File: src/rtl/color_histogram.sv
// Per-bin histogram of colour-matching pixels inside the 128x104 inner frame of a QQVGA stream.
// Optional macro COLOR_HIST_RUN2_EN enables a two-pixel horizontal run noise filter.
module color_histogram (
  input  logic        clk,
  input  logic        rst_n,
  input  logic        sof_i,
  input  logic        eof_i,
  input  logic        pxl_vld_i,
  input  logic [7:0]  pxl_col_i,
  input  logic [6:0]  pxl_row_i,
  input  logic        pxl_match_i,
  output logic [13:0] colorpxls_o,
  output logic [9:0]  colorpxls_bin0_o,
  output logic [9:0]  colorpxls_bin7_o,
  output logic [12:0] colorpxls_left_o,
  output logic [12:0] colorpxls_rght_o,
  output logic [12:0] colorpxls_bin012_o,
  output logic [12:0] colorpxls_bin567_o,
  output logic [12:0] colorpxls_bin01_o,
  output logic [12:0] colorpxls_bin67_o,
  output logic        new_frame_proc_o
);

  localparam int unsigned C_HIST_BINS       = 8;
  localparam int unsigned C_NB_HIST_VAL     = 10;
  localparam int unsigned C_NB_INFRAME_PXLS = 14;
  localparam int unsigned C_NB_SUM          = 13;
  localparam logic [7:0]  C_COL_LO          = 8'd16;
  localparam logic [7:0]  C_COL_HI          = 8'd143;
  localparam logic [6:0]  C_ROW_LO          = 7'd8;
  localparam logic [6:0]  C_ROW_HI          = 7'd111;

  typedef enum logic [1:0] {S_IDLE, S_ACC, S_SUM} state_t;

  state_t                          state_q, state_d;
  logic [C_NB_HIST_VAL-1:0]        bin_q [C_HIST_BINS];
  logic [C_NB_HIST_VAL-1:0]        bin_d [C_HIST_BINS];
  logic [C_NB_INFRAME_PXLS-1:0]    total_q, total_d;
  logic [C_NB_INFRAME_PXLS-1:0]    colorpxls_q;
  logic [C_NB_HIST_VAL-1:0]        bin0_q, bin7_q;
  logic [C_NB_SUM-1:0]             left_q, rght_q, bin012_q, bin567_q, bin01_q, bin67_q;
  logic [C_NB_SUM-1:0]             sum01, sum67, sum012, sum567, sum_left, sum_rght;
  logic                            pulse_q;
  logic                            in_frame, acc_en, match_eff, hit;
  logic [2:0]                      bin_idx;

  assign in_frame = (pxl_col_i >= C_COL_LO) && (pxl_col_i <= C_COL_HI) &&
                    (pxl_row_i >= C_ROW_LO) && (pxl_row_i <= C_ROW_HI);
  assign bin_idx  = 3'((pxl_col_i - C_COL_LO) >> 4);
  // The sof_i cycle already belongs to the new frame, whatever state we are in.
  assign acc_en   = (state_q == S_ACC) || sof_i;

`ifdef COLOR_HIST_RUN2_EN
  logic run_q;

  // In raster order every in-frame row starts at column 16, so blocking that
  // column also covers the row change.
  assign match_eff = pxl_match_i && run_q && !sof_i && (pxl_col_i != C_COL_LO);

  always_ff @(posedge clk or negedge rst_n) begin
    if (!rst_n)         run_q <= 1'b0;
    else if (pxl_vld_i) run_q <= pxl_match_i;
    else if (sof_i)     run_q <= 1'b0;
  end
`else
  assign match_eff = pxl_match_i;
`endif

  assign hit = acc_en && pxl_vld_i && match_eff && in_frame;

  // NOTE: combinational blocks use blocking '=' and assign every output a
  // default first, so no latch can be inferred.
  always_comb begin
    state_d = state_q;
    case (state_q)
      S_IDLE:  if (sof_i) state_d = S_ACC;
      S_ACC:   if (sof_i) state_d = S_ACC;
               else if (eof_i) state_d = S_SUM;
      S_SUM:   state_d = sof_i ? S_ACC : S_IDLE;
      default: state_d = S_IDLE;
    endcase
  end

  always_comb begin
    for (int i = 0; i < C_HIST_BINS; i++) begin
      bin_d[i] = sof_i ? '0 : bin_q[i];
      if (hit && (bin_idx == 3'(i)) && (bin_d[i] != '1)) bin_d[i] = bin_d[i] + 1'b1;
    end
    total_d = sof_i ? '0 : total_q;
    if (hit && (total_d != '1)) total_d = total_d + 1'b1;
  end

  assign sum01    = C_NB_SUM'(bin_q[0]) + C_NB_SUM'(bin_q[1]);
  assign sum67    = C_NB_SUM'(bin_q[6]) + C_NB_SUM'(bin_q[7]);
  assign sum012   = sum01 + C_NB_SUM'(bin_q[2]);
  assign sum567   = sum67 + C_NB_SUM'(bin_q[5]);
  assign sum_left = sum012 + C_NB_SUM'(bin_q[3]);
  assign sum_rght = sum567 + C_NB_SUM'(bin_q[4]);

  // NOTE: sequential state uses non-blocking '<='; the bin array is reset
  // explicitly because reset must leave every counter at zero.
  always_ff @(posedge clk or negedge rst_n) begin
    if (!rst_n) begin
      state_q <= S_IDLE;
      total_q <= '0;
      for (int i = 0; i < C_HIST_BINS; i++) bin_q[i] <= '0;
    end else begin
      state_q <= state_d;
      total_q <= total_d;
      for (int i = 0; i < C_HIST_BINS; i++) bin_q[i] <= bin_d[i];
    end
  end

  always_ff @(posedge clk or negedge rst_n) begin
    if (!rst_n) begin
      colorpxls_q <= '0;
      bin0_q      <= '0;
      bin7_q      <= '0;
      left_q      <= '0;
      rght_q      <= '0;
      bin012_q    <= '0;
      bin567_q    <= '0;
      bin01_q     <= '0;
      bin67_q     <= '0;
      pulse_q     <= 1'b0;
    end else begin
      pulse_q <= (state_q == S_SUM);
      if (state_q == S_SUM) begin
        colorpxls_q <= total_q;
        bin0_q      <= bin_q[0];
        bin7_q      <= bin_q[7];
        left_q      <= sum_left;
        rght_q      <= sum_rght;
        bin012_q    <= sum012;
        bin567_q    <= sum567;
        bin01_q     <= sum01;
        bin67_q     <= sum67;
      end
    end
  end

  assign colorpxls_o        = colorpxls_q;
  assign colorpxls_bin0_o   = bin0_q;
  assign colorpxls_bin7_o   = bin7_q;
  assign colorpxls_left_o   = left_q;
  assign colorpxls_rght_o   = rght_q;
  assign colorpxls_bin012_o = bin012_q;
  assign colorpxls_bin567_o = bin567_q;
  assign colorpxls_bin01_o  = bin01_q;
  assign colorpxls_bin67_o  = bin67_q;
  assign new_frame_proc_o   = pulse_q;

endmodule
File: config.mk
export PLATFORM = sky130hd
export DESIGN_NAME = color_histogram
export DESIGN_NICKNAME = d
export VERILOG_FILES = /design/src/rtl/color_histogram.sv
export SDC_FILE = /design/constraint.sdc
export NUM_CORES = 1
export LEC_CHECK = 0
export CAP_MARGIN = 40
export CORE_ASPECT_RATIO = 0.9
export CORE_MARGIN = 1.5
export CORE_UTILIZATION = 51
export DETAILED_ROUTE_END_ITERATION = 7
export PLACE_DENSITY = 0.77
export SLEW_MARGIN = 20
export SYNTH_ARGS = -nofsm -noshare
export SYNTH_HDL_FRONTEND = slang
export SYNTH_SLANG_ARGS = --single-unit
File: constraint.sdc
create_clock -name clk -period 3.6 [get_ports clk]
set_input_delay 0.72 -clock clk [delete_from_list [all_inputs] [get_ports clk]]
set_output_delay 0.72 -clock clk [all_outputs]
set_load 0.02 [all_outputs]
# Word-level counts from Yosys, hierarchy flattened
# Index checks and enable logic that the tools add are counted.
# classes
n_addsub	16
magnitude_cmp	4
eq_ne	20
n_mux	23
n_reduce_logical	27
# ops
cell	count
$mux W10	16
$add A10 B1 Y10 const B	8
$ne A10 B10 Y1 const B	8
$mux W14	2
$add A12 B10 Y13	2
$add A11 B10 Y12	2
$logic_and A1 B1 Y1	23
$add A10 B10 Y11	2
$add A14 B1 Y14 const B	1
$ne A14 B14 Y1 const B	1
$eq A3 B3 Y1 const B	4
$ge A8 B5 Y1 const B	1
$le A8 B8 Y1 const B	1
$ge A7 B4 Y1 const B	1
$le A7 B7 Y1 const B	1
$sub A7 B5 Y7 const B	1
$eq A3 B2 Y1 const B	2
$mux W2	3
$pmux W2 S3	1
$eq A3 B1 Y1 const B	1
$logic_not A3 Y1	1
$ne A3 B3 Y1 const B	1
$eq A2 B1 Y1 const B	1
$eq A2 B2 Y1 const B	1
5 further kinds	5
# totals
ff_bits	209
input_bits	21
out_inout_bits	113
wordCells	110

# Depth between registers and ports, before layout
# Gate-level depths: netlist of run 1.
# depth
ltp_word	8
mapped_depth	18
depth_no_buf	18

# Least setup slack after synthesis of run 1
# No wires, ideal clock.
# synth_timing
path_type	register -> register
startpoint	register bin_q[1] (netlist bit)
endpoint	register rght_q[10], in the netlist colorpxls_rght_o[10]
setup_ns	0.082
arrival_time_ns	3.657
t_required_ns	3.518
slack_ns	-0.138
stages_incl_launch_ff	19
n_path_buf	0
synth_period_minus_slack_ns	3.738
path_cell_list	dfrtp_1 -> ha_1 -> a21o_1 -> a21oi_1 -> o21bai_1 -> a21oi_1 -> xnor2_1 -> ha_1 -> o21a_1 -> nor2_1 -> a31oi_1 -> a21o_1 -> a21oi_1 -> xnor2_1 -> ha_1 -> nand2_1 -> o211a_1 -> or3_1 -> a31oi_1
# synth_via
elab_chain_len	3
# synth_lines
element	line_no	source
start, declared	36	logic [C_NB_HIST_VAL-1:0] bin_q [C_HIST_BINS];
$add A10 B10 Y11	94	assign sum67 = C_NB_SUM'(bin_q[6]) + C_NB_SUM'(bin_q[7]);
net sum67[5]	42	logic [C_NB_SUM-1:0] sum01, sum67, sum012, sum567, sum_left, sum_rght;
$add A11 B10 Y12	96	assign sum567 = sum67 + C_NB_SUM'(bin_q[5]);
net sum567[9]	42	
$add A12 B10 Y13	98	assign sum_rght = sum567 + C_NB_SUM'(bin_q[4]);
end signal, assigned	133	rght_q <= sum_rght;
end, declared	41	logic [C_NB_SUM-1:0] left_q, rght_q, bin012_q, bin567_q, bin01_q, bin67_q;
# The timed path passes the listed nets, and every way through them passes these cells.
# A chain may end at the register's enable or synchronous reset.

# Worst setup path after layout of run 1
# layout_timing
startpoint	register bin_q[60] (netlist bit)
endpoint	register left_q[11], in the netlist colorpxls_left_o[11]
# layout_via
elab_chain_len	3
# layout_lines
element	line_no	source
$add A10 B10 Y11	93	assign sum01 = C_NB_SUM'(bin_q[0]) + C_NB_SUM'(bin_q[1]);
net sum01[5]	42	
$add A11 B10 Y12	95	assign sum012 = sum01 + C_NB_SUM'(bin_q[2]);
net sum012[9]	42	
$add A12 B10 Y13	97	assign sum_left = sum012 + C_NB_SUM'(bin_q[3]);
end signal, assigned	132	left_q <= sum_left;
end, declared	41	
# The timed path passes the listed nets, and every way through them passes these cells.

==> flow_summary.json, run 1 <==
{
  "maxCapViolCount": 0,
  "drive_gt1_share_pct": 22.4,
  "synth_simple_gate_area_share_pct": 23.3,
  "avgRoutedWirePerCell_um": 16.6,
  "dr.pass1.iters": 4,
  "grt_first_pass_wirelength_mm": 46.8,
  "postSynthRegisterBits": 203,
  "placeableCoreArea_um2": 21800,
  "timing_hold_violations_final": 0,
  "synth.area.mux_share_pct": 1.39,
  "drt-total-wl_mm": 29.8,
  "clock_transition_at_path_regs_ns": 0.06,
  "synth_cell_type_count": 67,
  "multi_input_comb_area_um2": 6740,
  "die-width_um": 160,
  "rsz_0062_raised_after_global_routing": "yes",
  "edff_count_synth": 0,
  "cp-endpoint": "colorpxls_left_o[11]",
  "post_layout_nonfiller_instances": 1798,
  "std_cell_rows": 51,
  "layout_common_cells": "sky130_fd_sc_hd__nand2_1 (269), sky130_fd_sc_hd__dfrtp_1 (203), sky130_fd_sc_hd__buf_4 (166)",
  "clock-sinks": 203,
  "synth_sequential_area_ratio_pct": 44.8,
  "setup_viol_count_final": 13,
  "final.setup_skew_ns": 0.0168,
  "globalplace.congestion": 0.850,
  "start_util_pct": 52.2,
  "dr.first_iter.drc_count": 548,
  "hp_class": "input port to asynchronous set/reset pin",
  "first_global_vias": 9609,
  "startpoint_type": "flip-flop",
  "global_route_overflow": 0,
  "worst_ir_drop_vdd_v": 0.000317,
  "layout_min_cycle_time_ns": 3.92,
  "max_frequency_mhz": 255,
  "synth_async_sr_flop_share_pct": 100,
  "placed_cells_incl_taps": 1721,
  "cp.required_ns": 4.00,
  "final.hold.worst_slack_ns": 0.127,
  "grt_util_all_layers_pct": 24.9,
  "timing.rr.start": "bin_q[60]",
  "worst-r2r-cell-count": 20,
  "detailed_place_hpwl_mm": 19.6,
  "grt_start_max_net_pins": 105,
  "yosysWarnings": 0,
  "power.density_nw_per_um2": 318,
  "run_status": "finished with violations",
  "synth_compound_gate_area_share_pct": 9.08,
  "worst_slew_pin_slew_ns": 0.680,
  "num_io_pins": 134,
  "layout.nets": 1593,
  "post_drt_via_cell_ratio": 5.48,
  "detail-route-antenna-nets": 0,
  "drv_slew": 0,
  "ys_dominant_reg_cell": "sky130_fd_sc_hd__dfrtp_1",
  "cts_root_buf": "sky130_fd_sc_hd__clkbuf_16",
  "dieHeight_um": 145,
  "post_synth_inst_count": 1211,
  "post_synth_instance_area_um2": 11400,
  "remaining_drc_errors": 0,
  "final.fill_count": 1513,
  "fin_crit_share_pct": 109,
  "clock_latency_late_sink_ns": 0.52,
  "path_class": "flip-flop to flip-flop",
  "ff2ff_setup_slack_ns": -0.32,
  "number_of_cts_inserted_buffers": 23,
  "num_vias": 9860,
  "antenna_cells_inserted": 0,
  "avgSynthCellArea_um2": 9.37,
  "placed_area_um2": 13800,
  "clock_tree.htree_level_count": 1,
  "worstPathMaxFanout": 5,
  "floorplan.die_area_um2": 23200,
  "worstSetupEndpointType": "flip-flop",
  "synth_xor_xnor_area_share_pct": 9.95,
  "p_leak_nw": 7.81,
  "critical_path_arrival_ns": 4.32,
  "tritoncts": "built",
  "synthToLayoutAreaGrowth_pct": 37.7,
  "finalWorstSetupSlack_ns": -0.324,
  "max_slew_margin_pct": 54.5,
  "antenna_found_initial": 0,
  "r2r_end": "colorpxls_left_o[11]",
  "layout_commonest_cell": "sky130_fd_sc_hd__nand2_1",
  "finalInstanceArea_um2": 15600,
  "failed_checks": "negative setup slack",
  "io_buffers": 120,
  "critical_path.startpoint": "bin_q[60]",
  "ff_latch_area_um2": 5080,
  "synth_fa_ha_area_share_pct": 8.99,
  "number_of_buffers_between_clock_root_and_the_deepest_sink": 3,
  "synth_top_family_by_area": "simple AND/OR/NAND/NOR gates"
}
cell usage after synthesis (2+ instances only):
library cell                  n  area [um^2]
sky130_fd_sc_hd__nand2_1    279         1050
sky130_fd_sc_hd__dfrtp_1    203         5080
sky130_fd_sc_hd__nor2_1      82          308
sky130_fd_sc_hd__xor2_1      74          648
sky130_fd_sc_hd__ha_1        72          901
sky130_fd_sc_hd__xnor2_1     55          482
sky130_fd_sc_hd__o21ai_0     51          255
sky130_fd_sc_hd__nand3_1     39          195
sky130_fd_sc_hd__a21oi_1     37          185
sky130_fd_sc_hd__nand4_1     37          231
sky130_fd_sc_hd__nor2b_1     37          231
sky130_fd_sc_hd__and3_1      28          175
sky130_fd_sc_hd__clkbuf_1    25         93.8
sky130_fd_sc_hd__inv_1       19         71.3
sky130_fd_sc_hd__a21o_1      15          113
sky130_fd_sc_hd__nand2b_1    12         75.1
sky130_fd_sc_hd__mux2_2      11          124
sky130_fd_sc_hd__or3_1       10         62.6
sky130_fd_sc_hd__and4_1       8         70.1
sky130_fd_sc_hd__nor3_1       7         35.0
sky130_fd_sc_hd__o21bai_1     7         52.6
sky130_fd_sc_hd__a31oi_1      6         37.5
sky130_fd_sc_hd__and2_1       6         37.5
sky130_fd_sc_hd__buf_1        6         22.5
sky130_fd_sc_hd__buf_2        6         30.0
sky130_fd_sc_hd__buf_4        6         45.0
sky130_fd_sc_hd__fa_1         6          120
sky130_fd_sc_hd__o21a_1       5         37.5
sky130_fd_sc_hd__o21ai_1      4         20.0
sky130_fd_sc_hd__a221oi_1     3         26.3
sky130_fd_sc_hd__a311oi_1     3         26.3
sky130_fd_sc_hd__mux2_1       3         33.8
sky130_fd_sc_hd__o31a_1       3         26.3
sky130_fd_sc_hd__o41ai_1      3         26.3
sky130_fd_sc_hd__a2111o_1     2         22.5
sky130_fd_sc_hd__a211oi_1     2         15.0
sky130_fd_sc_hd__a31o_2       2         17.5
sky130_fd_sc_hd__and2b_1      2         15.0
sky130_fd_sc_hd__and3b_1      2         17.5
sky130_fd_sc_hd__and4b_1      2         20.0
sky130_fd_sc_hd__nand3b_1     2         15.0
sky130_fd_sc_hd__nor3b_4      2         37.5
sky130_fd_sc_hd__o2111ai_1    2         17.5
sky130_fd_sc_hd__o211a_1      2         20.0
cell type report:
type | count | share of cell area, %
Multi-Input combinational cell | 949 | 43.1
Sequential cell | 203 | 32.5
Timing Repair Buffer | 297 | 16.7
Clock buffer | 30 | 4.04
Tap cell | 291 | 2.33
Clock inverter | 8 | 0.785
Inverter | 20 | 0.480
metrics by stage:
step                setup TNS (ns)  total power (W)  utilization (%)  setup slack [ns]
floorplan                  -0.0487          0.00248                -           -0.0286
global placement             -1.67          0.00262             63.6            -0.223
detailed placement           -2.62          0.00263             63.6            -0.346
CTS                          -1.18          0.00499             69.5            -0.229
global route                 -4.00          0.00512             71.8            -0.424
finish                       -2.23          0.00497             71.8            -0.324
kinds of logic after synthesis:
family | after synthesis
compound gates | 160
xor+xnor | 129
fa+ha+maj | 78
buf+inv | 64
flops | 203
mux | 14
other cells | 1
simple gates | 562
sequential cells by signal (all words and copies together), names as in the netlist, 11 cells and up:
signal              count
colorpxls_bin567_o     12
colorpxls_rght_o       13
colorpxls_left_o       13
colorpxls_bin012_o     12
colorpxls_bin01_o      11
colorpxls_o            14
total_q                14
bin_q                  80
colorpxls_bin67_o      11
power by group:
group          internal, W  switching [W]
sequential         0.00231      0.0000178
combinational    0.0000917       0.000175
clock              0.00144       0.000931
worst max-delay path, cell delays in order, from the launching register on:
cell and delay [ns]:
sky130_fd_sc_hd__dfrtp_1 0.39, sky130_fd_sc_hd__ha_2 0.21, sky130_fd_sc_hd__buf_4 0.13, sky130_fd_sc_hd__a21o_1 0.18
sky130_fd_sc_hd__a21oi_2 0.16, sky130_fd_sc_hd__o21bai_1 0.10, sky130_fd_sc_hd__a21oi_2 0.24, sky130_fd_sc_hd__xnor2_2 0.17
sky130_fd_sc_hd__ha_1 0.30, sky130_fd_sc_hd__buf_6 0.14, sky130_fd_sc_hd__buf_4 0.14, sky130_fd_sc_hd__o21ai_1 0.12
sky130_fd_sc_hd__nand2b_1 0.11, sky130_fd_sc_hd__nand2_2 0.14, sky130_fd_sc_hd__o21ai_2 0.07, sky130_fd_sc_hd__xor2_1 0.16
sky130_fd_sc_hd__ha_2 0.43, sky130_fd_sc_hd__nand3_4 0.11, sky130_fd_sc_hd__o2111ai_4 0.21, sky130_fd_sc_hd__o21ai_1 0.08
sky130_fd_sc_hd__o22a_1 0.20
metal layers:
layer | share of wire, % | GRT usage (%)
met5 | 0 | 0
met3 | 5.4 | 3.73
met4 | 3.2 | 7.97
met1 | 43 | 32.9
met2 | 48 | 42.4
timing repair:
action                                  in CTS  in global routing
endpoints found under the setup margin      13                 17
pin swaps                                   56                 40
hold buffers                                 0                  0
resized for setup                           74                 67
gates cloned                                 0                  0
setup buffers                               26                 13
worst min path at each step:
stage | endpoint | slack, ns | depth (start not counted) | startpoint
3_5_place_dp | colorpxls_left_o[1] | 0.46 | 2 | colorpxls_left_o[1]
3_3_place_gp | colorpxls_bin012_o[0] | 0.46 | 2 | colorpxls_bin012_o[0]
6_report | colorpxls_bin567_o[3] | 0.13 | 1 | rst_n
2_1_floorplan | bin_q[0] | 0.42 | 0 | rst_n
5_1_grt | colorpxls_bin567_o[3] | 0.14 | 1 | rst_n
4_1_cts | colorpxls_bin567_o[3] | 0.36 | 1 | rst_n
No activity file was read; power rests on OpenSTA's default activity.
==> run 2: changes to the inputs <==
Settings changed: SKIP_LAST_GASP from default to 1.
==> flow_summary.json, run 2 (synthesis results as in run 1) <==
{
  "finalInstanceArea_um2": 15600,
  "finalSetupTns_ns": -2.61,
  "start_util_pct": 52.2,
  "flip_flop_count_of_the_largest_register_after_layout": 80,
  "total_switching_power_w": 0.00113,
  "die-width_um": 160,
  "power.sequential.fraction_pct": 46.8,
  "failed_checks": "negative setup slack",
  "cts_root_buf": "sky130_fd_sc_hd__clkbuf_16",
  "relative_contribution_of_the_clock_network_to_total_power_pct": 47.8,
  "max_slew_margin_pct": 54.2,
  "number_of_cts_inserted_buffers": 23,
  "p_int_w": 0.00384,
  "post_layout_nonfiller_instances": 1801,
  "clock_latency_late_sink_ns": 0.52,
  "num_vias": 9853,
  "grt_util_all_layers_pct": 24.9,
  "std_cell_rows": 51,
  "avgRoutedWirePerCell_um": 16.6,
  "first_global_vias": 9598,
  "io_buffers": 120,
  "switching_share_pct": 22.7,
  "cp.required_ns": 4.00,
  "post_drt_via_cell_ratio": 5.47,
  "clock_tree.htree_level_count": 1,
  "worst-r2r-cell-count": 17,
  "rsz_0062_raised_after_global_routing": "yes",
  "drive_gt1_share_pct": 22.3,
  "utilization_pct": 71.8,
  "grt_start_max_net_pins": 105,
  "synthToLayoutAreaGrowth_pct": 37.7,
  "placed_area_um2": 13800,
  "worst_slew_pin_slew_ns": 0.685,
  "layout_common_cells": "sky130_fd_sc_hd__nand2_1 (269), sky130_fd_sc_hd__dfrtp_1 (203), sky130_fd_sc_hd__buf_4 (166)",
  "timing_hold_violations_final": 0,
  "layout_commonest_cell": "sky130_fd_sc_hd__nand2_1",
  "globalplace.congestion": 0.850,
  "global_route_overflow": 0,
  "antenna_found_initial": 0,
  "maxCapViolCount": 0,
  "grt_first_pass_wirelength_mm": 46.7,
  "p_leak_nw": 7.80,
  "drv_slew": 0,
  "num_io_pins": 134,
  "final.setup_skew_ns": 0.0188,
  "critical_path_arrival_ns": 4.37,
  "drt-total-wl_mm": 30.0,
  "finalWorstSetupSlack_ns": -0.375,
  "largest_register": "bin_q",
  "path_class": "flip-flop to flip-flop",
  "remaining_drc_errors": 0,
  "floorplan.die_area_um2": 23200,
  "placeableCoreArea_um2": 21800,
  "worst_ir_drop_vdd_v": 0.000317,
  "startpoint_type": "flip-flop",
  "combPwrFrac_pct": 5.4,
  "layout.nets": 1596,
  "detailed_place_hpwl_mm": 19.6,
  "hp_class": "input port to asynchronous set/reset pin",
  "detailedPlace.worstSlack_ns": -0.346,
  "setup_viol_count_final": 12,
  "fin_crit_share_pct": 110,
  "layout_min_cycle_time_ns": 3.97,
  "max_frequency_mhz": 252,
  "run_status": "finished with violations",
  "detail-route-antenna-nets": 0,
  "dieHeight_um": 145,
  "placed_cells_incl_taps": 1721,
  "worstPathMaxFanout": 5,
  "power.density_nw_per_um2": 318,
  "worstSetupEndpointType": "flip-flop",
  "clock_transition_at_path_regs_ns": 0.06,
  "clock-sinks": 203,
  "dr.pass1.iters": 5,
  "dr.first_iter.drc_count": 582,
  "number_of_buffers_between_clock_root_and_the_deepest_sink": 3,
  "tritoncts": "built",
  "antenna_cells_inserted": 0
}
run 2: area by class of cell:
class,count,area [um^2]
Sequential cell,203,5080
Timing Repair Buffer,300,2660
Clock buffer,30,632
Fill cell,1515,6130
Clock inverter,8,123
Inverter,20,75.1
Multi-Input combinational cell,949,6690
Tap cell,291,364
run 2: critical path, stage by stage, from the launching register on:
cell and delay, ns:
sky130_fd_sc_hd__dfrtp_1 0.39, sky130_fd_sc_hd__ha_2 0.21, sky130_fd_sc_hd__fa_2 0.39, sky130_fd_sc_hd__a21oi_2 0.15, sky130_fd_sc_hd__nor2_2 0.07, sky130_fd_sc_hd__a311oi_2 0.31, sky130_fd_sc_hd__xnor2_1 0.25, sky130_fd_sc_hd__ha_2 0.30
sky130_fd_sc_hd__nor2_1 0.06, sky130_fd_sc_hd__o211ai_1 0.15, sky130_fd_sc_hd__nand2_2 0.16, sky130_fd_sc_hd__o21ai_1 0.19, sky130_fd_sc_hd__xor2_1 0.31, sky130_fd_sc_hd__ha_4 0.28, sky130_fd_sc_hd__nand2_2 0.08, sky130_fd_sc_hd__o2111ai_2 0.15
sky130_fd_sc_hd__and3_1 0.20, sky130_fd_sc_hd__o22a_1 0.19
run 2: stage by stage:
stage	hold WS [ns]	power, W
5_1_grt	0.137	0.00512
2_1_floorplan	0.424	0.00248
4_1_cts	0.356	0.00499
3_5_place_dp	0.461	0.00263
3_3_place_gp	0.459	0.00262
6_report	0.125	0.00497
run 2: timing repair:
| item | CTS | global route |
|---|---|---|
| setup buffers | 26 | 16 |
| hold buffers | 0 | 0 |
| pin swaps | 53 | 50 |
| setup endpoints to repair | 13 | 17 |
| gates resized for setup | 66 | 64 |
run 2: power by group through the flow:
stage                     Sequential, W  Clock (W)  Combinational [W]
after global placement          0.00237          0           0.000259
final                           0.00233    0.00238           0.000268
after floorplan                 0.00239          0          0.0000955
after global routing            0.00233    0.00250           0.000293
after detailed placement        0.00237          0           0.000263
after CTS                       0.00232    0.00240           0.000265
run 2: routing by layer:
layer	GRT usage, %	part of all wire, %	vias to the layer above
met3	3.58	5.8	68
met5	0	0	-
met2	42.4	48	295
li1	-	-	4684
met1	32.9	43	4806
met4	8.02	3.0	0
run 2: final timing paths:
check	slack (ns)	end	start
max in group asynchronous	2.49	bin_q[58]	rst_n
min in group clk	0.47	colorpxls_bin67_o[3]	colorpxls_bin67_o[3]
worst min register to register	0.47	colorpxls_bin67_o[3]	colorpxls_bin67_o[3]
worst max-delay path	-0.37	colorpxls_left_o[11]	bin_q[70]
worst min-delay path	0.12	bin_q[23]	rst_n
worst max register to register	-0.37	colorpxls_left_o[11]	bin_q[70]
==> run 3: changes to the inputs <==
Settings changed: PLACE_DENSITY 0.77 to 0.86, SKIP_CTS_REPAIR_TIMING from default to 1.
==> flow_summary.json, run 3 (synthesis results as in run 1) <==
{
  "setup_viol_count_final": 13,
  "power.density_nw_per_um2": 327,
  "post_drt_via_cell_ratio": 5.75,
  "worstSetupEndpointType": "flip-flop",
  "layout_commonest_cell": "sky130_fd_sc_hd__nand2_1",
  "clock_latency_late_sink_ns": 0.52,
  "power_total_w": 0.00513,
  "num_io_pins": 134,
  "floorplan.die_area_um2": 23200,
  "antenna_cells_inserted": 0,
  "clock_tree.htree_level_count": 1,
  "drt-total-wl_mm": 33.1,
  "clock_transition_at_path_regs_ns": 0.06,
  "num_vias": 10400,
  "run_status": "finished with violations",
  "tritoncts": "built",
  "finalSetupTns_ns": -4.19,
  "cp.required_ns": 3.96,
  "ff_latch_area_um2": 5080,
  "placeableCoreArea_um2": 21800,
  "remaining_drc_errors": 0,
  "number_of_buffers_between_clock_root_and_the_deepest_sink": 3,
  "fin_crit_share_pct": 115,
  "start_util_pct": 52.2,
  "max_frequency_mhz": 242,
  "globalplace.congestion": 0.870,
  "flip_flop_count_of_the_largest_register_after_layout": 80,
  "detailedPlace.worstSlack_ns": -0.421,
  "final.setup_skew_ns": 0.0147,
  "clock-sinks": 203,
  "dieHeight_um": 145,
  "total_switching_power_w": 0.00115,
  "io_buffers": 120,
  "number_of_cts_inserted_buffers": 23,
  "largest_register": "bin_q",
  "worst_ir_drop_vdd_v": 0.000290,
  "antenna_found_initial": 0,
  "path_cells": "ha_2, fa_2, a21oi_4, nor2_4, nor2_4, xnor2_4, ha_4, buf_6, a21oi_4, o21ai_2, xor2_2, ha_4, nand2_4, o21ai_4, o41ai_4, o211a_1, xnor2_2, o21ai_1",
  "switching_share_pct": 22.5,
  "combPwrFrac_pct": 5.1,
  "crit_path_max_incr_delay_ns": 0.41,
  "rsz_0062_raised_after_global_routing": "yes",
  "global_route_overflow": 0,
  "avgRoutedWirePerCell_um": 18.4,
  "detail-route-antenna-nets": 0,
  "grt_first_pass_wirelength_mm": 46.6,
  "maxCapViolCount": 0,
  "critical_path_arrival_ns": 4.49,
  "p_int_w": 0.00398,
  "layout_common_cells": "sky130_fd_sc_hd__nand2_1 (273), sky130_fd_sc_hd__dfrtp_1 (202), sky130_fd_sc_hd__buf_4 (166)",
  "detailed_place_hpwl_mm": 20.4,
  "final.fill_count": 1402,
  "die-width_um": 160,
  "crit_slowest_cell": "sky130_fd_sc_hd__o41ai_4",
  "worst_slew_pin_slew_ns": 0.857,
  "dr.pass1.iters": 5,
  "cts_root_buf": "sky130_fd_sc_hd__clkbuf_16",
  "final.hold.worst_slack_ns": 0.241,
  "worstPathMaxFanout": 4,
  "dr.first_iter.drc_count": 852,
  "layout_min_cycle_time_ns": 4.13,
  "timing_hold_violations_final": 0,
  "finalWorstSetupSlack_ns": -0.533,
  "path_class": "flip-flop to flip-flop",
  "max_slew_margin_pct": 42.8,
  "synthToLayoutAreaGrowth_pct": 38.4,
  "std_cell_rows": 51,
  "failed_checks": "negative setup slack",
  "drive_gt1_share_pct": 22.7,
  "startpoint_type": "flip-flop",
  "multi_input_comb_area_um2": 6780,
  "drv_slew": 0,
  "power.sequential.fraction_pct": 45.3,
  "relative_contribution_of_the_clock_network_to_total_power_pct": 49.6,
  "layout.nets": 1593,
  "p_leak_nw": 7.89,
  "hp_class": "input port to asynchronous set/reset pin",
  "grt_util_all_layers_pct": 24.6,
  "grt_start_max_net_pins": 87,
  "first_global_vias": 9631
}
==> run 3: cell types whose count changed in the layout (fill, tap and decap cells not counted), moves of 4 or more <==
cell,change
sky130_fd_sc_hd__nand2_2,-7
sky130_fd_sc_hd__xor2_2,+6
sky130_fd_sc_hd__xnor2_2,+5
sky130_fd_sc_hd__nand2_1,+4
sky130_fd_sc_hd__xor2_1,-4
sky130_fd_sc_hd__xnor2_1,-5
==> run 3: final cells by class <==
class	instances	area share, %
Multi-Input combinational cell	949	43.2
Inverter	20	0.478
Tap cell	291	2.32
Clock buffer	35	4.33
Timing Repair Buffer	297	16.5
Clock inverter	6	0.852
Sequential cell	203	32.3
==> run 3: power groups by stage <==
stage / logic, W / registers (W) / clock network [W]
detailed placement: 0.000262 / 0.00236 / 0
finish: 0.000264 / 0.00232 / 0.00254
global placement: 0.000255 / 0.00236 / 0
CTS: 0.000263 / 0.00232 / 0.00255
floorplan: 0.0000955 / 0.00239 / 0
global route: 0.000288 / 0.00233 / 0.00265
==> run 3: routing by layer <==
| metal | wire (um) | vias to the layer above | global-route usage [%] |
|---|---|---|---|
| met4 | 1080 | 0 | 7.43 |
| met5 | 0 | - | 0 |
| met1 | 13500 | 5107 | 32.7 |
| li1 | - | 4679 | - |
| met3 | 2190 | 101 | 4.04 |
| met2 | 16400 | 477 | 41.7 |
==> run 3: final timing paths <==
path | from | end | slack (ns) | cells after the start
max | bin_q[70] | colorpxls_left_o[10] | -0.53 | 18
min | rst_n | colorpxls_rght_o[2] | 0.24 | 1
max reg2reg | bin_q[70] | colorpxls_left_o[10] | -0.53 | 18
min reg2reg | colorpxls_bin012_o[7] | colorpxls_bin012_o[7] | 0.47 | 2
max in group asynchronous | rst_n | colorpxls_left_o[0] | 2.44 | 2
min in group clk | colorpxls_bin012_o[7] | colorpxls_bin012_o[7] | 0.47 | 2
==> run 3: worst max-delay path, delay by kind of cell (launching register included) <==
kind                       cells  cell delay, ns
DFF                            1            0.40
adders and majority gates      4            1.18
buffers and inverters          1            0.12
and+or+nand+nor                3            0.31
xor gates and xnor gates       3            0.67
AOI/OAI and AO/OA              7            1.28
==> run 3: metrics by stage <==
| stage | cell area (um^2) | cells | util (%) |
|---|---|---|---|
| floorplan | 11400 | 1216 | - |
| global placement | 13800 | 1719 | 63.5 |
| detailed placement | 13800 | 1720 | 63.6 |
| CTS | 14700 | 1761 | 67.4 |
| global route | 15700 | 1801 | 72.2 |
| finish | 15700 | 1801 | 72.2 |
